--- src/rtl/frame_dump_pkg.sv ---
// Shared types and constants for the frame buffer dump streamer.
// Header bytes are only consumed when FRAME_DUMP_HEADER_EN is defined.
package frame_dump_pkg;

    typedef enum logic [2:0] {
        ST_IDLE,
        ST_SETTLE,
        ST_HDR,
        ST_READ,
        ST_SEND_HI,
        ST_SEND_LO,
        ST_FIN
    } state_t;

    localparam logic [7:0] HDR_B0 = 8'hA5;
    localparam logic [7:0] HDR_B1 = 8'h5A;

    localparam int FRAME_W_DEF = 320;
    localparam int FRAME_H_DEF = 240;

    function automatic int frame_pixels(input int w, input int h);
        return w * h;
    endfunction

    function automatic int last_pixel(input int w, input int h);
        return (w * h) - 1;
    endfunction

endpackage

--- src/rtl/byte_serializer.sv ---
// Splits a 16-bit word into high then low byte over a valid/ready stream.
// The word is held in pix_q, so tx_data cannot change while a byte waits.
module byte_serializer (
    input  logic        clk,
    input  logic        reset,
    input  logic        load,
    input  logic [15:0] word,
    output logic [7:0]  tx_data,
    output logic        tx_valid,
    input  logic        tx_ready,
    output logic        lo_phase
);

    logic [15:0] pix_q;

    always_ff @(posedge clk) begin
        if (reset) begin
            pix_q    <= '0;
            tx_valid <= 1'b0;
            lo_phase <= 1'b0;
        end else if (load) begin
            pix_q    <= word;
            tx_valid <= 1'b1;
            lo_phase <= 1'b0;
        end else if (tx_valid && tx_ready) begin
            if (!lo_phase) begin
                lo_phase <= 1'b1;
            end else begin
                tx_valid <= 1'b0;
                lo_phase <= 1'b0;
            end
        end
    end

    assign tx_data = lo_phase ? pix_q[7:0] : pix_q[15:8];

endmodule

--- src/rtl/frame_dump_streamer.sv ---
// Dumps the camera frame buffer as a byte stream (RGB565, high byte first).
// Define FRAME_DUMP_HEADER_EN to prefix the stream with A5 5A W H.
module frame_dump_streamer
    import frame_dump_pkg::*;
#(
    parameter int FRAME_W    = FRAME_W_DEF,
    parameter int FRAME_H    = FRAME_H_DEF,
    parameter int ADDR_W     = 17,
    parameter int RD_LAT     = 1,
    parameter int SETTLE_CYC = 4
) (
    input  logic              clk,
    input  logic              reset,
    input  logic              start,
    output logic              saving,
    output logic [ADDR_W-1:0] save_rAddr,
    input  logic [15:0]       ram_rData,
    output logic              freeze_req,
    output logic [7:0]        tx_data,
    output logic              tx_valid,
    input  logic              tx_ready,
    output logic              busy,
    output logic              done
);

    localparam logic [ADDR_W-1:0] LAST_ADDR  = ADDR_W'(last_pixel(FRAME_W, FRAME_H));
    localparam logic [7:0]        CNT_SETTLE = 8'(SETTLE_CYC - 1);
    localparam logic [7:0]        CNT_RD     = 8'(RD_LAT - 1);
`ifdef FRAME_DUMP_HEADER_EN
    localparam logic [7:0]        HDR_B2     = 8'(FRAME_W);
    localparam logic [7:0]        HDR_B3     = 8'(FRAME_H);
    logic hdr_second;
`endif

    state_t      state;
    logic [7:0]  cnt;
    logic        last_pix;
    logic        ser_load;
    logic [15:0] ser_word;
    logic        ser_lo;
    logic        accept;

    assign accept = tx_valid && tx_ready;

    // The read address advances when the high byte leaves, so the RAM already
    // sees the next address during SEND_LO and READ lasts only RD_LAT cycles.
    always_comb begin
        ser_load = 1'b0;
        ser_word = ram_rData;
        case (state)
            ST_READ: ser_load = (cnt == CNT_RD);
`ifdef FRAME_DUMP_HEADER_EN
            ST_SETTLE: begin
                if (cnt == CNT_SETTLE) begin
                    ser_load = 1'b1;
                    ser_word = {HDR_B0, HDR_B1};
                end
            end
            ST_HDR: begin
                if (accept && ser_lo && !hdr_second) begin
                    ser_load = 1'b1;
                    ser_word = {HDR_B2, HDR_B3};
                end
            end
`endif
            default: ser_load = 1'b0;
        endcase
    end

    always_ff @(posedge clk) begin
        if (reset) begin
            state      <= ST_IDLE;
            cnt        <= '0;
            last_pix   <= 1'b0;
            save_rAddr <= '0;
            saving     <= 1'b0;
            freeze_req <= 1'b0;
            busy       <= 1'b0;
            done       <= 1'b0;
`ifdef FRAME_DUMP_HEADER_EN
            hdr_second <= 1'b0;
`endif
        end else begin
            done <= 1'b0;
            case (state)
                ST_IDLE: begin
                    if (start) begin
                        state      <= ST_SETTLE;
                        cnt        <= '0;
                        saving     <= 1'b1;
                        freeze_req <= 1'b1;
                        busy       <= 1'b1;
                    end
                end
                ST_SETTLE: begin
                    if (cnt == CNT_SETTLE) begin
                        cnt <= '0;
`ifdef FRAME_DUMP_HEADER_EN
                        state      <= ST_HDR;
                        hdr_second <= 1'b0;
`else
                        state <= ST_READ;
`endif
                    end else begin
                        cnt <= cnt + 8'd1;
                    end
                end
`ifdef FRAME_DUMP_HEADER_EN
                ST_HDR: begin
                    if (accept && ser_lo) begin
                        if (hdr_second) state <= ST_READ;
                        else            hdr_second <= 1'b1;
                    end
                end
`endif
                ST_READ: begin
                    if (cnt == CNT_RD) begin
                        cnt   <= '0;
                        state <= ST_SEND_HI;
                    end else begin
                        cnt <= cnt + 8'd1;
                    end
                end
                ST_SEND_HI: begin
                    if (accept && !ser_lo) begin
                        state <= ST_SEND_LO;
                        if (save_rAddr == LAST_ADDR) last_pix <= 1'b1;
                        else                         save_rAddr <= save_rAddr + 1'b1;
                    end
                end
                ST_SEND_LO: begin
                    if (accept && ser_lo) begin
                        if (last_pix) begin
                            state <= ST_FIN;
                            done  <= 1'b1;
                        end else begin
                            state <= ST_READ;
                        end
                    end
                end
                ST_FIN: begin
                    state      <= ST_IDLE;
                    saving     <= 1'b0;
                    freeze_req <= 1'b0;
                    busy       <= 1'b0;
                    save_rAddr <= '0;
                    last_pix   <= 1'b0;
                end
                default: state <= ST_IDLE;
            endcase
        end
    end

    byte_serializer u_ser (
        .clk      (clk),
        .reset    (reset),
        .load     (ser_load),
        .word     (ser_word),
        .tx_data  (tx_data),
        .tx_valid (tx_valid),
        .tx_ready (tx_ready),
        .lo_phase (ser_lo)
    );

endmodule

--- config.mk ---
export PLATFORM = sky130hd
export DESIGN_NAME = frame_dump_streamer
export DESIGN_NICKNAME = d
export VERILOG_FILES = /design/src/rtl/frame_dump_pkg.sv /design/src/rtl/byte_serializer.sv /design/src/rtl/frame_dump_streamer.sv
export SDC_FILE = /design/constraint.sdc
export NUM_CORES = 1
export LEC_CHECK = 0
export CORE_ASPECT_RATIO = 0.6
export CORE_MARGIN = 3
export CORE_UTILIZATION = 50
export CTS_CLUSTER_DIAMETER = 30
export CTS_CLUSTER_SIZE = 16
export DETAILED_ROUTE_END_ITERATION = 6
export PLACE_DENSITY_LB_ADDON = 0.08
export SETUP_SLACK_MARGIN = 0.2
export SYNTH_ARGS = -nofsm -noshare
export SYNTH_HDL_FRONTEND = slang
export SYNTH_SLANG_ARGS = --single-unit
--- constraint.sdc ---
create_clock -name clk -period 4.55 [get_ports clk]
set_clock_uncertainty 0.05 [all_clocks]
set_input_delay 0.91 -clock clk [delete_from_list [all_inputs] [get_ports clk]]
set_output_delay 0.91 -clock clk [all_outputs]
set_load 0.01 [all_outputs]
==> impl_results.md, run 1 <==
* Placed Instances at ~380
* Mapped Cells at about 280
* Post-Layout Inst Area at about 3100 um2
* Ys flop type: dfxtp_1
* Synth top area cells: dfxtp_1, mux2i_1, nor2_1
* Fin util at ~66%
* Clock-pin slew on the worst setup and hold paths at roughly 0.090 ns
* DRT antenna net count at 0
* Compound-Gate Fraction of Synth Area at roughly 18%
* Layout Cells excl Fill at 384
* Final min period at 2.86 ns
* Setup-failing EPs final at 0
* Cts hold-fix bufs at 0
* Vias in the first global route at about 1.9k
* Tot Pwr at about 1.0 mW
* Die Span Y at a little over 60 um
* Adder-cell area share of the yosys netlist at around 1.5%
* Buffers added on ports at 49
* Status: complete, no violations
* Initial Util at between 50% and 60%
* Largest family of logic cells by synthesized area: simple AND/OR/NAND/NOR gates
* Worst path max stage delay at a little over 0.7 ns
* Clock net sink count at between 40 and 50
* Die X-Extent at roughly 100 um
* Synthesized area per cell at roughly 9.1 um2
* Rel. slew slack at about half
* Slew @ Worst Pin at 0.775 ns
* Total gr overflow at 0
* TritonCTS Buffers at 5
* Critical Path, Cell by Cell: mux2_2 > clkdlybuf4s50_1
* Post-synth EDFFs at 0
* Worst Path Required at 3.59 ns
* HPWL Detailed at a little over 4000 um
* Tot GR Track Use at around 20%
* # rows at 19
* Yosys top cell by area: dfxtp_1
* Routed vias/inst at roughly 5.7
* Mapped cell area at ~2500 um2
* Slowest CP cell: dfxtp_1
* Startpoint Class: flip-flop
* Pwr per Cell Area at 326 nW/um2
* GP Congestion at about 0.79
* Worst hold path type: flip-flop to flip-flop
* Area Growth Syn to Fin at 24.3%
* Distinct cells, synth at roughly 50
* Routed WL at around 5700 um
* Worst-Skew Late Latency at 0.30 ns
* Clock Path Buffers at 2
* Hold_ws at ~0.45 ns
* H-tree depth at 2
* Arrival time worst endpoint at between 1.5 and 2 ns
* Die area at ~5900 um2
* Core area at around 4700 um2
* Antenna violations before repair at 0
* Fraction of layout cells with a size suffix above 1 at between 10% and 20%
* Fmax at between 300 and 400 MHz
* Peak VDD IR at around 0.14 mV
* Max cap viols at 0
* Largest net degree at the start of global routing at 22
* PnR worst setup slack at approximately 1.7 ns
* Simple-gate share of the synthesized area at between 20% and 30%
* Vias at 2,185
* RSZ-0062 raised after global routing: false
* Diodes inserted at 0
* First-pass GRT wire length at approximately 9400 um
* Mux contribution to synthesized area at between 10 and 15%
* Worst reg2reg setup slack at around 2.2 ns
* Final Hold Fails at 0
* Top Ports at 50
* Fin crit share at ~63%
* Maximum fanout along the worst path at 13
* Pre-CTS setup slack at around 1.7 ns
* Drt drc at 0
* DRT Pass-1 Iters at 4
* Setup_tns at 0 ns
* Share of the synthesized area in the top cell type at around 39%
* Post-DP Area at between 3000 and 4000 um2
* Post-Syn Nets at 300
* TritonCTS clock tree: built
* Yosys warning count at 0
* Iter 0 DRT Violations at approximately 170
* Routed len/inst at 14.9 um
* Max Slew Vio Count at 0
* XOR/XNOR Fraction of Synth Area at 0.697%
* Crit path kind: flip-flop to primary output
* Leakage at 1.20 nW
* Post_cts resized at 0
* Synth Register Bits at slightly below 50
* Clock root buffer: clkbuf_8
* Seq/Total Area, Yosys at approximately 39%
* Asr flop ratio synth at 0%
* Crit path capture type: primary output
* Post-CTS Setup Bufs at 0
* Nets at 343
==> registers in the layout (all words and copies together), names as in the netlist <==
signal	count
busy	1
u_ser.tx_valid	1
save_rAddr	17
done	1
u_ser.lo_phase	1
last_pix	1
state	3
u_ser.pix_q	16
cnt	8
==> metal layers <==
metal	global-route usage, %	wire, um	share of wire (%)
met1	31.2	3130	55
met2	26.6	2230	39
met3	4.71	313	5.5
met4	5.33	53	0.92
met5	0	0	0
==> Yosys cell counts, types with 4 or more instances <==
master / count
dfxtp_1: 49
nor2_1: 32
a21oi_1: 18
mux2i_1: 18
nand2_1: 18
nand3_1: 12
a311oi_1: 10
o21ai_0: 10
mux2_2: 9
clkbuf_1: 8
inv_1: 8
a31oi_1: 6
and3_1: 6
nand2b_1: 6
nor3_1: 6
a41oi_1: 4
==> final timing paths <==
kind,from,end,cells after the start
max,u_ser.lo_phase$_SDFFE_PP0N_,tx_data[2],2
min,u_ser.pix_q[0]$_SDFFE_PP0P_,u_ser.pix_q[0]$_SDFFE_PP0P_,2
max reg2reg,state[0]$_SDFFE_PP0P_,save_rAddr[5]$_SDFFE_PP0P_,5
min reg2reg,u_ser.pix_q[0]$_SDFFE_PP0P_,u_ser.pix_q[0]$_SDFFE_PP0P_,2
==> cell type report <==
class	instances	area (um2)
Sequential cell	49	981
Clock inverter	1	5.00
Tap cell	63	78.8
Fill cell	392	1580
Timing Repair Buffer	52	513
Inverter	8	30.0
Multi-Input combinational cell	204	1420
Clock buffer	7	96.3
==> kinds of logic after synthesis <==
kind of cell	count (synthesis)
AOI/OAI and AO/OA	63
DFF	49
and+or+nand+nor	109
buffers and inverters	24
adders and majority gates	3
muxes	27
xor gates and xnor gates	2
==> report_power, final <==
part	internal [mW]	switching [mW]	total, mW
registers	0.455	0.0452	0.501
logic	0.114	0.121	0.235
clock network	0.138	0.146	0.283
total	0.707	0.312	1.02
==> layout by cell type (no fill, tap or decap), types with 2 or more instances in the layout <==
cell	netlist	routed
dfxtp_1	49	49
clkdlybuf4s50_1	0	49
nor2_1	32	32
a21oi_1	18	18
nand2_1	18	18
mux2i_1	18	18
nand3_1	12	12
a311oi_1	10	10
o21ai_0	10	10
mux2_2	9	9
inv_1	8	8
clkbuf_8	0	7
nand2b_1	6	6
a31oi_1	6	6
and3_1	6	6
nor3_1	6	6
a41oi_1	4	4
nor4_4	3	3
or4_1	3	3
nor2b_1	3	3
or3_1	3	3
ha_1	3	3
buf_4	3	3
nand3_4	2	2
nand4_1	2	2
nand3b_1	2	2
xor2_1	2	2
o32ai_1	2	2
a21boi_0	2	2
nor3b_1	2	2
o21a_1	2	2
==> worst max-delay path, delay by kind of cell, from the launching register on <==
kind / cells / cell delay (ns)
multiplexers: 1 / 0.40
buffers and inverters: 1 / 0.48
flip-flops: 1 / 0.71
Note: power is estimated with default switching activity, not from simulation.
==> inputs of run 2 (changes only) <==
clock period = 2.63 ns   (was 4.55 ns; I/O delays follow)
==> run 2 against run 1 <==
Against the previous run:
- setup slack got worse by 1.3 ns
- sequential power increased by 67%
- via count increased by 1.2%
- largest cell class unchanged
- hold slack improved by 0.0018 ns
- sequential share of layout area decreased by 0.76 points
- sequential cell count unchanged
- routed wire length decreased by 0.44%
- clock power increased by 99%
- global-route usage increased by 0.17 points
- core utilization increased by 1.7 points
- critical path depth unchanged
==> impl_results.md, run 2 (synthesis gave the netlist of run 1 again) <==
* Status: complete, no violations (unchanged)
* Critical path buffers and inverters at 1 (unchanged)
* Final Hold Fails at 0 (unchanged)
* Worst-Skew Late Latency at 0.31 ns (was 0.30 ns)
* Buffers added on ports at 49 (unchanged)
* Leakage at 1.25 nW (was 1.20 nW)
* Worst R2R End: save_rAddr[5]$_SDFFE_PP0P_ (unchanged)
* Largest net degree at the start of global routing at 50 (was 22)
* HPWL Detailed at 4070 um (was 4100 um)
* Clock-pin slew on the worst setup and hold paths at 0.09 ns (about the same)
* DRT antenna net count at 0 (unchanged)
* Slew @ Worst Pin at 0.574 ns (was 0.775 ns)
* Worst R2R Path Depth at 6 (was 5)
* Crit path capture type: primary output (unchanged)
* Antenna violations before repair at 0 (unchanged)
* Clock net sink count at 49 (unchanged)
* Fraction of layout cells with a size suffix above 1 at 12.5% (was 10.6%)
* Hold Path Cell Cnt at 2 (unchanged)
* First-pass GRT wire length at 9570 um (was 9400 um)
* Max Slew Vio Count at 0 (unchanged)
* DRT Pass-1 Iters at 4 (unchanged)
* Vias at 2,211 (was 2,185)
* Combinational share of power at 25.5% (was 23.1%)
* Area Growth Syn to Fin at 27.5% (was 24.3%)
* Arrival time worst endpoint at 1.66 ns (was 1.90 ns)
* Die area at 5940 um2 (unchanged)
* Maximum fanout along the worst path at 12 (was 13)
* Most frequent cells in the layout: clkdlybuf4s50_1, dfxtp_1, nor2_1 (was dfxtp_1, clkdlybuf4s50_1, nor2_1)
* Worst reg2reg setup slack at 0.47 ns (was 2.23 ns)
* Fin crit share at between 80% and 90%
* Fmax at 448 MHz
* Clock share of power at 30.0% (was 27.8%)
* Max cap viols at 0 (unchanged)
* Tot Pwr at 1.88 mW (was 1.02 mW)
* Commonest non-fill, non-tap cell in the layout: clkdlybuf4s50_1
* RSZ-0062 raised after global routing: false (unchanged)
* Reg2reg start: save_rAddr[0]$_SDFFE_PP0P_ (was state[0]$_SDFFE_PP0P_)
* Tot GR Track Use at 20.0% (was 19.9%)
* Total gr overflow at 0 (unchanged)
* Most flop-heavy register: save_rAddr (unchanged)
* Die X-Extent at 97.5 um (unchanged)
* Largest regs: save_rAddr (17), u_ser.pix_q (16), cnt (8) (unchanged)
* Sequential power share at 44.5% (was 49.1%)
* Critical Path, Cell by Cell: mux2_2 > clkdlybuf4s50_1 (unchanged)
* # fillers at 401 (was 392)
* Cts hold-fix bufs at 0 (unchanged)
* Vias in the first global route at 1,956 (was 1,880)
* Max reg flops at 17 (unchanged)
* Worst hold path type: flip-flop to flip-flop (unchanged)
* Routed vias/inst at 5.65 (was 5.69)
* TritonCTS clock tree: built (unchanged)
* Slowest CP cell: dfxtp_2 (was dfxtp_1)
* Nets at 350 (was 343)
* Core area at 4710 um2 (unchanged)
* Post-CTS Setup Bufs at 0 (unchanged)
* Switching part of the total at 29.3% (was 30.6%)
* Initial Util at 53.4% (unchanged)
* Crit path kind: flip-flop to primary output (unchanged)
* P_sw at 0.550 mW (was 0.312 mW)
* Post-DP Area at 3090 um2 (was 3020 um2)
* Routed WL at 5710 um (was 5730 um)
* Routed len/inst at 14.6 um (was 14.9 um)
* Pwr per Cell Area at 586 nW/um2 (was 326 nW/um2)
* Pre-CTS setup slack at 0.251 ns (was 1.71 ns)
* Internal at 1.33 mW (was 0.707 mW)
* Clock Path Buffers at 2 (unchanged)
* Drt drc at 0 (unchanged)
* Setup-failing EPs final at 0 (unchanged)
* Rel. slew slack at 61.4% (was 48.3%)
* Final min period at about 2.2 ns
* Diodes inserted at 0 (unchanged)
* HP Start: u_ser.tx_valid$_SDFFE_PP0P_ (was u_ser.pix_q[0]$_SDFFE_PP0P_)
* Clock root buffer: clkbuf_8 (unchanged)
* Startpoint Class: flip-flop (unchanged)
* Setup_tns at 0 ns (unchanged)
* H-tree depth at 2 (unchanged)
* Fin util at 68.1% (was 66.3%)
* # rows at 19 (unchanged)
* Post-Layout Inst Area at 3200 um2 (was 3120 um2)
* Worst Path Required at 2.05 ns (was 3.59 ns)
* Peak VDD IR at 0.276 mV (was 0.143 mV)
* Worst Hold End: u_ser.tx_valid$_SDFFE_PP0P_ (was u_ser.pix_q[0]$_SDFFE_PP0P_)
* CP delay by family, top: flip-flops (unchanged)
* Worst path max stage delay at 0.50 ns (was 0.71 ns)
* Die Span Y at 60.9 um (unchanged)
* Top Ports at 50 (unchanged)
* GP Congestion at 0.872 (was 0.788)
* Iter 0 DRT Violations at 126 (was 171)
* TritonCTS Buffers at 5 (unchanged)
* PnR worst setup slack at 0.396 ns (was 1.69 ns)
[run 2: how the worst max path moves through the flow]
stage,startpoint,to,slack (ns),depth (start not counted)
floorplan,save_rAddr[0]$_SDFFE_PP0P_,save_rAddr[14]$_SDFFE_PP0P_,0.76,6
global placement,tx_ready,save_rAddr[13]$_SDFFE_PP0P_,0.26,6
detailed placement,tx_ready,save_rAddr[13]$_SDFFE_PP0P_,0.25,6
CTS,u_ser.lo_phase$_SDFFE_PP0N_,tx_data[2],0.20,2
global route,save_rAddr[0]$_SDFFE_PP0P_,save_rAddr[11]$_SDFFE_PP0P_,0.24,6
finish,u_ser.lo_phase$_SDFFE_PP0N_,tx_data[2],0.40,2
[run 2: worst reg2reg max path, cell delays in order (launching register included)]
cell and delay (ns):
dfxtp_1 0.42, ha_1 0.26, nand3_4 0.15, nor4_4 0.38
a31oi_1 0.32, buf_4 0.24, a311oi_1 0.24
[run 2: metal layers]
layer	track usage [%]	wire (um)
met5	0	0
met4	5.72	54
met3	5.51	408
met2	25.0	2090
met1	32.2	3160
[run 2: power groups by stage]
| stage | registers (mW) | clock network, mW | logic (mW) |
|---|---|---|---|
| 2_1_floorplan | 0.837 | 0 | 0.330 |
| 3_3_place_gp | 0.852 | 0 | 0.464 |
| 3_5_place_dp | 0.854 | 0 | 0.471 |
| 4_1_cts | 0.836 | 0.577 | 0.475 |
| 5_1_grt | 0.846 | 0.611 | 0.528 |
| 6_report | 0.837 | 0.564 | 0.478 |
[run 2: repair_timing]
| item | in CTS | in global routing |
|---|---|---|
| setup endpoints to repair | 0 | 9 |
| endpoints found under the hold margin | 0 | 0 |
| gates resized for setup | 0 | 1 |
[run 2: metrics by stage]
step | instances | hold WS [ns]
floorplan | 277 | 0.401
global placement | 383 | 0.421
detailed placement | 383 | 0.432
CTS | 391 | 0.447
global route | 391 | 0.482
finish | 391 | 0.451
[run 2: cell type report]
type | count | area [um2] | share of cell area [%]
Multi-Input combinational cell | 204 | 1420 | 44.3
Sequential cell | 49 | 982 | 30.7
Timing Repair Buffer | 59 | 578 | 18.0
Clock buffer | 7 | 86.3 | 2.69
Tap cell | 63 | 78.8 | 2.46
Clock inverter | 1 | 30.0 | 0.937
Inverter | 8 | 30.0 | 0.937
